==> src/rtl/mips_ctrl_pkg.sv <==
// Shared encodings for the multicycle MIPS controller: opcodes, functs,
// ALU codes, datapath mux selects, FSM states and instruction classes.
package mips_ctrl_pkg;

  // Primary opcodes (instr[31:26])
  localparam logic [5:0] OP_RTYPE = 6'b000000;
  localparam logic [5:0] OP_LW    = 6'b100011;
  localparam logic [5:0] OP_SW    = 6'b101011;
  localparam logic [5:0] OP_J     = 6'b000010;
  localparam logic [5:0] OP_JAL   = 6'b000011;
  localparam logic [5:0] OP_BNE   = 6'b000101;
  localparam logic [5:0] OP_XORI  = 6'b001110;
  localparam logic [5:0] OP_ADDI  = 6'b001000;

  // R-type funct codes (instr[5:0])
  localparam logic [5:0] FN_NOOP    = 6'b000000;
  localparam logic [5:0] FN_ADD     = 6'b100000;
  localparam logic [5:0] FN_SUB     = 6'b100010;
  localparam logic [5:0] FN_SLT     = 6'b101010;
  localparam logic [5:0] FN_JR      = 6'b001000;
  localparam logic [5:0] FN_SYSCALL = 6'b001100;

  // ALU operation codes (funct-style)
  localparam logic [5:0] ALU_ADD = 6'b100000;
  localparam logic [5:0] ALU_SUB = 6'b100010;
  localparam logic [5:0] ALU_XOR = 6'b100110;
  localparam logic [5:0] ALU_SLT = 6'b101010;
  localparam logic [5:0] ALU_NOP = 6'b101100;

  // Datapath mux selects
  localparam logic [1:0] PC_PLUS4  = 2'd0;
  localparam logic [1:0] PC_BRANCH = 2'd1;
  localparam logic [1:0] PC_JUMP   = 2'd2;
  localparam logic [1:0] PC_RS     = 2'd3;
  localparam logic [1:0] RD_RT     = 2'd0;
  localparam logic [1:0] RD_RD     = 2'd1;
  localparam logic [1:0] RD_RA     = 2'd2;
  localparam logic [1:0] WB_ALU    = 2'd0;
  localparam logic [1:0] WB_MEM    = 2'd1;
  localparam logic [1:0] WB_PC4    = 2'd2;

  typedef enum logic [2:0] {
    S_IDLE, S_FETCH, S_DECODE, S_EXEC, S_MEM, S_WB, S_HALT
  } state_e;

  typedef enum logic [3:0] {
    C_NOOP, C_ADD, C_SUB, C_SLT, C_ADDI, C_XORI, C_LW, C_SW,
    C_BNE, C_J, C_JAL, C_JR, C_SYSCALL
  } class_e;

endpackage

==> src/rtl/mips_instr_classify.sv <==
// Combinational instruction classifier. Unknown encodings report
// illegal_o=1 and a NOOP class, so a "run as NOOP" policy needs no remap.
module mips_instr_classify
  import mips_ctrl_pkg::*;
(
  input  logic [5:0] opcode_i,
  input  logic [5:0] funct_i,
  output logic [3:0] class_o,
  output logic       illegal_o
);

  // Map opcode/funct to an instruction class.
  always_comb begin
    class_o   = C_NOOP;
    illegal_o = 1'b0;
    case (opcode_i)
      OP_RTYPE: begin
        case (funct_i)
          FN_NOOP:    class_o = C_NOOP;
          FN_ADD:     class_o = C_ADD;
          FN_SUB:     class_o = C_SUB;
          FN_SLT:     class_o = C_SLT;
          FN_JR:      class_o = C_JR;
          FN_SYSCALL: class_o = C_SYSCALL;
          default:    illegal_o = 1'b1;
        endcase
      end
      OP_LW:   class_o = C_LW;
      OP_SW:   class_o = C_SW;
      OP_J:    class_o = C_J;
      OP_JAL:  class_o = C_JAL;
      OP_BNE:  class_o = C_BNE;
      OP_XORI: class_o = C_XORI;
      OP_ADDI: class_o = C_ADDI;
      default: illegal_o = 1'b1;
    endcase
  end

endmodule

==> src/rtl/mips_multicycle_ctrl.sv <==
// Multicycle MIPS control FSM with memory wait handshake, wait timeout,
// illegal-instruction policy and a retired-instruction counter.
// Strobes are decoded from the registered state; only the handshake
// (mem_ready in FETCH) and branch (zero in EXEC) inputs act in-cycle.
module mips_multicycle_ctrl
  import mips_ctrl_pkg::*;
#(
  parameter int ALUOP_W         = 6,
  parameter int TMO_W           = 4,
  parameter int HALT_ON_ILLEGAL = 1,
  parameter int CNT_W           = 32
) (
  input  logic               clk,
  input  logic               rst_n,
  input  logic               en,
  input  logic [5:0]         opcode,
  input  logic [5:0]         funct,
  input  logic               zero,
  input  logic               mem_ready,
  output logic               mem_read,
  output logic               mem_write,
  output logic               ir_write,
  output logic               pc_write,
  output logic [1:0]         pc_src,
  output logic               reg_write,
  output logic [1:0]         reg_dst,
  output logic [1:0]         wb_sel,
  output logic               alu_src,
  output logic [ALUOP_W-1:0] alu_op,
  output logic               halted,
  output logic               illegal,
  output logic               mem_err,
  output logic [CNT_W-1:0]   retired
);

  // Last waited cycle before the timer would saturate (2**TMO_W-2).
  localparam logic [TMO_W-1:0]   TMO_LAST = ~TMO_W'(1);
  localparam bit                 HALT_ILL = (HALT_ON_ILLEGAL != 0);
  localparam logic [ALUOP_W-1:0] AOP_ADD  = ALUOP_W'(ALU_ADD);
  localparam logic [ALUOP_W-1:0] AOP_SUB  = ALUOP_W'(ALU_SUB);
  localparam logic [ALUOP_W-1:0] AOP_XOR  = ALUOP_W'(ALU_XOR);
  localparam logic [ALUOP_W-1:0] AOP_SLT  = ALUOP_W'(ALU_SLT);
  localparam logic [ALUOP_W-1:0] AOP_NOP  = ALUOP_W'(ALU_NOP);

  state_e           state_q;
  class_e           class_q;
  logic [TMO_W-1:0] tmo_q;
  logic             illegal_q;
  logic             mem_err_q;
  logic [CNT_W-1:0] retired_q;

  logic [3:0] dec_class_raw;
  logic       dec_illegal;
  class_e     dec_class;
  logic       wait_expired;

  mips_instr_classify u_classify (
    .opcode_i  (opcode),
    .funct_i   (funct),
    .class_o   (dec_class_raw),
    .illegal_o (dec_illegal)
  );

  assign dec_class    = class_e'(dec_class_raw);
  assign wait_expired = (tmo_q == TMO_LAST);

  // Sequencing: state, class latched in DECODE, wait timer, sticky flags, retire count.
  // The timer clears on every non-waiting cycle, so it always starts at 0 on FETCH/MEM entry.
  always_ff @(posedge clk or negedge rst_n) begin
    if (!rst_n) begin
      state_q   <= S_IDLE;
      class_q   <= C_NOOP;
      tmo_q     <= '0;
      illegal_q <= 1'b0;
      mem_err_q <= 1'b0;
      retired_q <= '0;
    end else begin
      tmo_q <= '0;
      case (state_q)
        S_IDLE: begin
          if (en) state_q <= S_FETCH;
        end
        S_FETCH: begin
          if (mem_ready) begin
            state_q <= S_DECODE;
          end else if (wait_expired) begin
            state_q   <= S_HALT;
            mem_err_q <= 1'b1;
          end else begin
            tmo_q <= tmo_q + TMO_W'(1);
          end
        end
        S_DECODE: begin
          class_q <= dec_class;
          if (dec_illegal && HALT_ILL) begin
            state_q   <= S_HALT;
            illegal_q <= 1'b1;
          end else begin
            case (dec_class)
              C_NOOP, C_J, C_JAL, C_JR: begin
                state_q   <= S_FETCH;
                retired_q <= retired_q + CNT_W'(1);
              end
              C_SYSCALL: begin
                state_q   <= S_HALT;
                retired_q <= retired_q + CNT_W'(1);
              end
              default: state_q <= S_EXEC;
            endcase
          end
        end
        S_EXEC: begin
          case (class_q)
            C_BNE: begin
              state_q   <= S_FETCH;
              retired_q <= retired_q + CNT_W'(1);
            end
            C_LW, C_SW: state_q <= S_MEM;
            default:    state_q <= S_WB;
          endcase
        end
        S_MEM: begin
          if (mem_ready) begin
            if (class_q == C_SW) begin
              state_q   <= S_FETCH;
              retired_q <= retired_q + CNT_W'(1);
            end else begin
              state_q <= S_WB;
            end
          end else if (wait_expired) begin
            state_q   <= S_HALT;
            mem_err_q <= 1'b1;
          end else begin
            tmo_q <= tmo_q + TMO_W'(1);
          end
        end
        S_WB: begin
          state_q   <= S_FETCH;
          retired_q <= retired_q + CNT_W'(1);
        end
        S_HALT:  state_q <= S_HALT;
        default: state_q <= S_IDLE;
      endcase
    end
  end

  // Datapath strobes decoded from state; DECODE looks at the live IR, later states at class_q.
  always_comb begin
    mem_read  = 1'b0;
    mem_write = 1'b0;
    ir_write  = 1'b0;
    pc_write  = 1'b0;
    pc_src    = PC_PLUS4;
    reg_write = 1'b0;
    reg_dst   = RD_RT;
    wb_sel    = WB_ALU;
    alu_src   = 1'b0;
    alu_op    = AOP_NOP;
    case (state_q)
      S_FETCH: begin
        mem_read = 1'b1;
        ir_write = mem_ready;
        pc_write = mem_ready;
      end
      S_DECODE: begin
        case (dec_class)
          C_J: begin
            pc_write = 1'b1;
            pc_src   = PC_JUMP;
          end
          C_JAL: begin
            pc_write  = 1'b1;
            pc_src    = PC_JUMP;
            reg_write = 1'b1;
            reg_dst   = RD_RA;
            wb_sel    = WB_PC4;
          end
          C_JR: begin
            pc_write = 1'b1;
            pc_src   = PC_RS;
          end
          default: ;
        endcase
      end
      S_EXEC: begin
        case (class_q)
          C_ADD:  alu_op = AOP_ADD;
          C_SUB:  alu_op = AOP_SUB;
          C_SLT:  alu_op = AOP_SLT;
          C_ADDI, C_LW, C_SW: begin
            alu_op  = AOP_ADD;
            alu_src = 1'b1;
          end
          C_XORI: begin
            alu_op  = AOP_XOR;
            alu_src = 1'b1;
          end
          C_BNE: begin
            alu_op   = AOP_SUB;
            pc_write = ~zero;
            pc_src   = PC_BRANCH;
          end
          default: ;
        endcase
      end
      S_MEM: begin
        mem_read  = (class_q == C_LW);
        mem_write = (class_q == C_SW);
      end
      S_WB: begin
        reg_write = 1'b1;
        reg_dst   = (class_q inside {C_ADD, C_SUB, C_SLT}) ? RD_RD : RD_RT;
        wb_sel    = (class_q == C_LW) ? WB_MEM : WB_ALU;
      end
      default: ;
    endcase
  end

  assign halted  = (state_q == S_HALT);
  assign illegal = illegal_q;
  assign mem_err = mem_err_q;
  assign retired = retired_q;

endmodule
==> config.mk <==
export PLATFORM = sky130hd
export DESIGN_NAME = mips_multicycle_ctrl
export DESIGN_NICKNAME = d
export VERILOG_FILES = /design/src/rtl/mips_ctrl_pkg.sv /design/src/rtl/mips_instr_classify.sv /design/src/rtl/mips_multicycle_ctrl.sv
export SDC_FILE = /design/constraint.sdc
export NUM_CORES = 1
export LEC_CHECK = 0
export ABC_AREA = 1
export CORE_ASPECT_RATIO = 2
export CORE_MARGIN = 2
export CORE_UTILIZATION = 25
export CTS_CLUSTER_DIAMETER = 40
export DETAILED_ROUTE_END_ITERATION = 8
export GPL_TIMING_DRIVEN = 0
export SLEW_MARGIN = 30
export SYNTH_ARGS = -nofsm -noshare
export SYNTH_HDL_FRONTEND = slang
export SYNTH_SLANG_ARGS = --single-unit
==> constraint.sdc <==
create_clock -name clk -period 2.9 [get_ports clk]
set_input_delay 0.58 -clock clk [delete_from_list [all_inputs] [get_ports clk]]
set_output_delay 0.58 -clock clk [all_outputs]
set_load 0.03 [all_outputs]
After elaboration in Yosys (flattened, before gate mapping)

Cells that the tools add are included.

Register bits after elaboration: 45
Input bits: 17
Output and inout bits: 53

Reduce and logical (&&, ||, !) cells: 20
Multiplexer cells: 42
$add $sub $neg: 2
Equal/unequal tests: 37
Bitwise logic cells: 2

Operator list:

| operator                                             | number |
|---|---|
| two-way mux 32 bit                                   | 5 |
| case mux 32 bit (4 select lines)                     | 1 |
| adder 32 x 1 -> 32 bit (second input constant)       | 1 |
| case mux 4 bit (8 select lines)                      | 1 |
| equality test 6 bit (second input constant)          | 5 |
| equality test 4 bit (second input constant)          | 6 |
| equality test 6 x 4 -> 1 bit (second input constant) | 4 |
| case mux 3 bit (7 select lines)                      | 1 |
| case mux 4 bit (5 select lines)                      | 1 |
| two-way mux 3 bit                                    | 6 |
| equality test 4 x 3 -> 1 bit (second input constant) | 4 |
| two-way mux 4 bit                                    | 4 |
| case mux 2 bit (2 select lines)                      | 4 |
| case mux 4 bit (4 select lines)                      | 1 |
| equality test 6 x 2 -> 1 bit (second input constant) | 2 |
| logical NOT 6 bit                                    | 2 |
| inequality test 2 bit (second input constant)        | 6 |
| case mux 3 bit (2 select lines)                      | 2 |
| OR reduction 4 bit                                   | 3 |
| two-way mux 1 bit                                    | 11 |
| equality test 3 bit (second input constant)          | 3 |
| equality test 4 x 2 -> 1 bit (second input constant) | 2 |
| OR reduction 2 bit                                   | 4 |
| OR reduction 7 bit                                   | 1 |
| other kinds (19)                                     | 23 |

Depth between registers and ports, before layout

Depth after elaboration: 8
Gate-level depth with buffers: 15
Gate-level depth less buffers: 14

By module

Synthesis repeated with hierarchy kept, for this count alone.

Cell total of the unflattened synthesis: 557
Area, all modules: 3389.5 µm²

By module, submodules not included:

| module               | instances | area each (µm²) | cells an instance | sequential area each (µm²) |
|---|---|---|---|---|
| mips_multicycle_ctrl | 1         | 3075.4          | 490               | 1126.1 |
| mips_instr_classify  | 1         | 314.1           | 67                | 0.0 |

Worst setup path before layout

No wires, ideal clock.

Path kind: input -> output
From: in funct[0]
To: out wb_sel[1]
Stages: 8
Data required time: 2320 ps
Buffers on the path: 1
Setup slack: 27 ps
Data arrival time: 2293 ps
Cell sequence: nor2_2 nand2_1 nor2_1 nand2_2 nand2_1 nand3_2 nor3_1 buf_4

Longest elaborated chain between the ends: 6
Elaborated cells on any way between the ends: 10

Ends and longest elaborated chain:

| what                                                                       | RTL line                    | RTL |
|---|---|---|
| start, declared                                                            | mips_multicycle_ctrl.sv:17  | `input logic [5:0] funct,` |
| equality test 6 x 4 -> 1 bit / equality test 6 bit (equally long branches) | mips_instr_classify.sv:18   | `case (funct_i)` |
| case mux 4 bit (5 select lines) *                                          | mips_instr_classify.sv:18   |  |
| case mux 4 bit (8 select lines) *                                          | mips_instr_classify.sv:16   | `case (opcode_i)` |
| equality test 4 bit *                                                      | mips_multicycle_ctrl.sv:166 | `case (dec_class)` |
| two-way mux 2 bit *                                                        | mips_multicycle_ctrl.sv:166 |  |
| case mux 2 bit (2 select lines) *                                          | mips_multicycle_ctrl.sv:159 | `case (state_q)` |
| end, declared                                                              | mips_multicycle_ctrl.sv:27  | `output logic [1:0] wb_sel,` |

Mark *: on every way between the ends. The rest lies on a longest branch, timed or not.

Worst setup path in the final report

From: in funct[5]
To: out pc_write

Longest elaborated chain between the ends: 7
Elaborated cells on any way between the ends: 13

Ends and longest elaborated chain:

| what                                                                       | RTL line                    | RTL |
|---|---|---|
| equality test 6 x 4 -> 1 bit / equality test 6 bit (equally long branches) | mips_instr_classify.sv:18   |  |
| case mux 4 bit (5 select lines) *                                          | mips_instr_classify.sv:18   |  |
| case mux 4 bit (8 select lines) *                                          | mips_instr_classify.sv:16   |  |
| equality test 4 bit                                                        | mips_multicycle_ctrl.sv:166 |  |
| OR reduction 3 bit (no line) *                                             | -                           |  |
| two-way mux 1 bit *                                                        | mips_multicycle_ctrl.sv:166 |  |
| case mux 1 bit (3 select lines) *                                          | mips_multicycle_ctrl.sv:159 |  |
| end, declared                                                              | mips_multicycle_ctrl.sv:23  | `output logic pc_write,` |

Marks and branches as above.

==> impl_metrics.json <==
{
  "worst_slew_pin_slew_ps": 613,
  "max-vdd-ir-drop_v": 0.000289,
  "areaGrowthSynthToFinish_pct": 32.7,
  "timing.fmax_ghz": 0.355,
  "outcome": "complete, no violations",
  "ioPinCount": 70,
  "cp_slowest_cell": "clkdlybuf4s50_1",
  "drt-total-wl_mm": 10.5,
  "fin_util": 0.341,
  "p_per_area_mw_per_mm2": 575,
  "fp.dieH_um": 165,
  "instances_no_fill": 701,
  "syn_area_mm2": 0.00324,
  "cts-root-buf": "clkbuf_16",
  "synth_seq_area_share": 0.347,
  "grt_max_degree": 46,
  "worstPathRequired_ps": 2320,
  "cts_inserted_buffers": 5,
  "ant_nets": 0,
  "crit_arrival_ps": 2240,
  "cts_tree": "yes",
  "power.leakage_nw": 2.07,
  "power_mw": 2.47,
  "yosys_warnings": 0,
  "drtPass1Iterations": 4,
  "layout.nets": 570,
  "start_util": 0.257,
  "fp.dieW_um": 84.5,
  "rsz0062_at_grt": "yes",
  "dp_hpwl_mm": 8.42,
  "final_cell_area_mm2": 0.00430,
  "synth_top_cell_area_share": 0.347,
  "dp.cells": 690,
  "cts_sinks": 45,
  "routedWlPerCell_um": 15.0,
  "crit_type": "input port to primary output",
  "synth_top_area_cell": "dfrtp_1",
  "ff2ff_setup_slack_ps": 730,
  "antenna_found_initial": 0,
  "period_minus_slack_ps": 2820,
  "core_area_mm2": 0.0126,
  "syn_avg_cell_area_um2": 6.86,
  "drt_iter0_markers": 123,
  "drive_gt1_frac": 0.107,
  "htree_num_levels": 2,
  "dieArea_mm2": 0.0140,
  "slew_headroom": 0.589,
  "rows": 58,
  "path_common_cell": "nand2_2",
  "clockBufferDepth": 2,
  "path_max_fanout": 5,
  "crit_path_end_kind": "primary output",
  "dpl_cell_area_mm2": 0.00409,
  "hp-class": "input port to async pin",
  "diodes": 0,
  "crit_chain": "clkdlybuf4s50_1 -> nor2_1 -> nand2_1 -> nor2_2 -> nand2_2 -> nor2_4 -> nor2_2 -> nand3_4 -> nand2_2 -> nand2_2 -> o221ai_1 -> buf_4",
  "worst_clock_skew_ps": 3.94,
  "max-cap-violations": 0,
  "gp_congestion": 0.953,
  "vias_per_cell": 4.84,
  "cpPeakStageDelay_ps": 420,
  "grt_pass1_wl_mm": 16.5,
  "clock_latency_ps": 290,
  "hold_viol_final": 0,
  "drcViolationCount": 0,
  "synth_area_leaders": "dfrtp_1 35%, nand2_1 17%, nand3_1 8.5%",
  "synth-seq-cells": 45,
  "numPortBuffers": 66,
  "grt_pass1_vias": 3318,
  "synth.distinct_cells": 35,
  "grt_overflow": 0,
  "worstSetupStartpointType": "input port",
  "track_usage": 0.153,
  "synthCells": 473,
  "via_count": 3396,
  "finalCritPeriodShare": 0.971,
  "finalSetupViolCount": 0,
  "drv_slew": 0,
  "clk_pin_slew_ps": 60
}
-- Yosys cell counts, drive strengths merged --
cell type / n
nand2: 147
nor2: 65
nand3: 57
dfrtp: 45
inv: 41
nor3: 22
xor2: 17
buf: 14
xnor2: 14
nand4: 12
o21ai: 12
nor4: 10
ha: 3
a21oi: 2
conb: 2
nand3b: 2
a211oi: 1
and2: 1
clkbuf: 1
o2111ai: 1
o211ai: 1
o221ai: 1
o22ai: 1
o31ai: 1
-- repair_timing --
action / CTS / global route
buffers inserted: 1 / 2
gates resized for setup: 35 / 20
endpoints found under the setup margin: 5 / 6
hold buffers: 0 / 0
pin swaps: 2 / 9
endpoints found under the hold margin: 0 / 0
-- through the flow --
stage / worst slack (ps) / setup TNS (ps) / hold WS (ps)
after global placement: -692 / -4380 / 457
after floorplan: 26.7 / 0 / 284
after CTS: 0.968 / 0 / 315
after detailed placement: -674 / -2990 / 463
after global routing: -27.9 / -45.5 / 344
final: 83.5 / 0 / 299
-- power by group --
group / internal (mW) / switching (mW) / total [mW]
registers: 0.704 / 0.117 / 0.821
clock network: 0.321 / 0.238 / 0.559
logic: 0.380 / 0.714 / 1.09
-- final cells by class --
type	count	area, µm²
well taps	150	188
flip-flops and latches	45	1130
multi-input cells	373	1910
repair buffers	69	682
fillers	1404	8320
plain buffers	15	110
clock buffers	8	136
inverters	41	154
-- cells in the final DEF (no fill, tap or decap), types with 6 or more instances in the layout --
| master | n |
|---|---|
| xor2_1 | 17 |
| nand4_1 | 11 |
| clkdlybuf4s50_1 | 51 |
| nand3_1 | 55 |
| nor2_1 | 54 |
| buf_2 | 6 |
| nor2_2 | 8 |
| nor4_1 | 10 |
| dfrtp_1 | 45 |
| dlymetal6s2s_1 | 8 |
| inv_1 | 33 |
| xnor2_1 | 14 |
| inv_2 | 8 |
| nor3_1 | 19 |
| buf_4 | 14 |
| o21ai_0 | 10 |
| nand2_1 | 141 |
-- worst max-delay path: cells and delay by family --
family / cells / cell delay [ps]
AND/OR/NAND/NOR: 9 / 930
buffers and inverters: 2 / 600
AO/OA/AOI/OAI: 1 / 110
-- metal layers --
| layer | GRT usage | vias up | share of wire |
|---|---|---|---|
| met5 | 0 | - | 0 |
| met1 | 0.141 | 1556 | 0.35 |
| met4 | 0.0859 | 0 | 0.046 |
| met2 | 0.304 | 120 | 0.56 |
| li1 | - | 1691 | - |
| met3 | 0.0283 | 29 | 0.042 |
-- worst paths after layout --
path,depth (start not counted),to,from
setup / recovery,12,pc_write,funct[5]
hold / removal,1,retired[6]$_DFFE_PN0P_,rst_n
setup reg to reg,7,retired[30]$_DFFE_PN0P_,retired[1]$_DFFE_PN0P_
hold reg to reg,2,illegal$_DFFE_PN0P_,illegal$_DFFE_PN0P_
max in group asynchronous,1,mem_err$_DFFE_PN0P_,rst_n
min in group clk,2,illegal$_DFFE_PN0P_,illegal$_DFFE_PN0P_
-- kinds of logic after synthesis --
group	after synthesis	share of synthesized area
flops	45	0.347
buf+inv	56	0.0814
simple gates	316	0.438
fa+ha+maj	3	0.0116
xor+xnor	31	0.0837
compound gates	20	0.0359
other cells	2	0.00232
-- registers in the layout (all words and copies together) (netlist names) --
register,count
retired,32
class_q,4
tmo_q,4
state_q,3
illegal,1
mem_err,1
(Power assumes the default switching activity.)
==> RTL change: new RTL, same flow settings <==
Encoding of `state_e`: now Gray code (3 bits for 7 states).
--- a/src/rtl/mips_ctrl_pkg.sv
+++ b/src/rtl/mips_ctrl_pkg.sv
@@ -40,7 +40,7 @@
   localparam logic [1:0] WB_PC4    = 2'd2;
 
   typedef enum logic [2:0] {
-    S_IDLE, S_FETCH, S_DECODE, S_EXEC, S_MEM, S_WB, S_HALT
+    S_IDLE = 3'b000, S_FETCH = 3'b001, S_DECODE = 3'b011, S_EXEC = 3'b010, S_MEM = 3'b110, S_WB = 3'b111, S_HALT = 3'b101
   } state_e;
 
   typedef enum logic [3:0] {
Check against the original RTL: no difference found for any inputs over 10 cycles, from zero or initial values and one cycle with rst_n low; not proved beyond that.
==> RTL change against the unedited design <==
First-iteration DRC count is 47% higher. Sequential share of layout area is 0.51 points lower. Wire length is 16% lower. Setup slack better by 0.022 ns. Cell count is 2.0% higher. Via count is 4.3% lower. Synthesized area is 0.27% higher. Power is 4.7% lower. Sequential cell count stayed put. Cell area is 2.0% higher. Synthesized cell count is 1.5% higher.
==> RTL change: results (changes against the unedited design) <==
[outcome]
status = complete, no violations

[setup_path]
worst-r2r-setup-slack_ns = 0.80  ; +0.07 ns
cp_data_arrival_time_ns = 2.21  ; -0.03 ns
r2r-end = retired[26]
rr_startpoint = retired[1]
reg2reg_depth = 9  ; +2
cp_max_fo = 7  ; +2

[detailed_routing]
dr_wl_met2_mm = 4.31  ; -27%
drt_iter0_drc = 181  ; +47%
avgViaCountPerCell = 4.55  ; -6.2%
wl_met3_um = 439  ; -2.0%
m1WireLength_mm = 3.93  ; +5.7%
wire_per_inst_um = 12.3  ; -18%
dr.pass1.iters = 5  ; +1

[yosys]
synth_common_cells = 155 x nand2_1, 57 x nand3_1, 56 x nor2_1
ys_top_cells_by_area = dfrtp_1 35%, nand2_1 18%, nand3_1 8.8%
yosysSeqAreaShare_pct = 34.6  ; -0.094 points
synth_top_area_share_pct = 34.6  ; -0.094 points

[sta]
fin_worst_skew_ns = 0.0102  ; +0.00623 ns
slew_headroom_pct = 60.5  ; +1.6 points

[layout]
layout-drive-gt1-share_pct = 10.5  ; -0.23 points
nNetsFinal = 582  ; +2.1%

[grt]
grt_pass1_wl_mm = 14.5  ; -12%
grt_pass1_vias = 2978  ; -10%
grt_util_all_layers_pct = 12.8  ; -2.5 points

[power_and_ir_drop]
p_leak_nw = 2.15  ; +4.2%
ir_drop_v = 0.000458  ; +59%

[placed_design]
dpl_worst_slack_ns = -0.777  ; -0.103 ns
place.gp.congestion = 0.963  ; +1.0%

## RTL change: logic make-up after synthesis
family                   after synthesis  synth area share, %
AND/OR/NAND/NOR                      317                 43.2
other                                  2                0.231
buffers and inverters                 60                 8.39
flip-flops                            45                 34.6
AO/OA/AOI/OAI                         22                 4.00
adder cells (fa/ha/maj)                3                 1.15
XOR/XNOR                              31                 8.35
## RTL change: area by class of cell
type	count	area [µm²]
fill	1416	8450
multi-input combinational	376	1920
sequential	45	1130
timing repair buffer	74	709
tap	152	190
inverter	46	173
clock buffer	7	143
buffer	14	100
clock inverter	1	30.0
## RTL change: power breakdown
group | internal, W | switching [W] | leakage [nW]
Clock | 0.000431 | 0.000240 | 0.0841
Sequential | 0.000702 | 0.0000983 | 0.611
Combinational | 0.000320 | 0.000568 | 1.46
## RTL change: how the worst max path moves through the flow
stage,slack (ns),cells past startpoint,from,to
floorplan,0.23,8,funct[0],wb_sel[1]
global placement,-0.74,12,opcode[2],pc_write
detailed placement,-0.78,12,opcode[2],pc_write
CTS,-0.04,12,funct[4],pc_write
global route,-0.02,12,opcode[2],pc_write
finish,0.11,12,opcode[2],pc_write
## RTL change: worst max-delay path: stages
cell	delay (ns)
dlygate4sd2_1	0.31
nor2_4	0.16
nand2_4	0.08
nor2_8	0.13
nand2_1	0.08
nand2_2	0.10
nand3_4	0.10
inv_2	0.08
o21ai_4	0.06
or2_4	0.26
o211ai_1	0.08
buf_4	0.18
## RTL change: per-stage QoR
step	std cells	util [%]	hold slack, ns	power (W)
floorplan	481	-	0.284	0.00140
global placement	699	32.0	0.454	0.00170
detailed placement	699	32.0	0.458	0.00170
CTS	712	33.7	0.321	0.00238
global route	715	34.2	0.347	0.00252
finish	715	34.2	0.299	0.00236
## RTL change: what timing repair did
item                       4_1_cts  5_1_grt
setup endpoints to repair        6        5
pin swaps                        7       12
buffers inserted                 5        3
resized for setup               39       19
cloned                           0        0
## RTL change: layer usage
metal	track usage (%)	up-vias
li1	-	1696
met1	16.8	1453
met2	21.5	90
met3	2.29	11
met4	3.54	0
met5	0	-
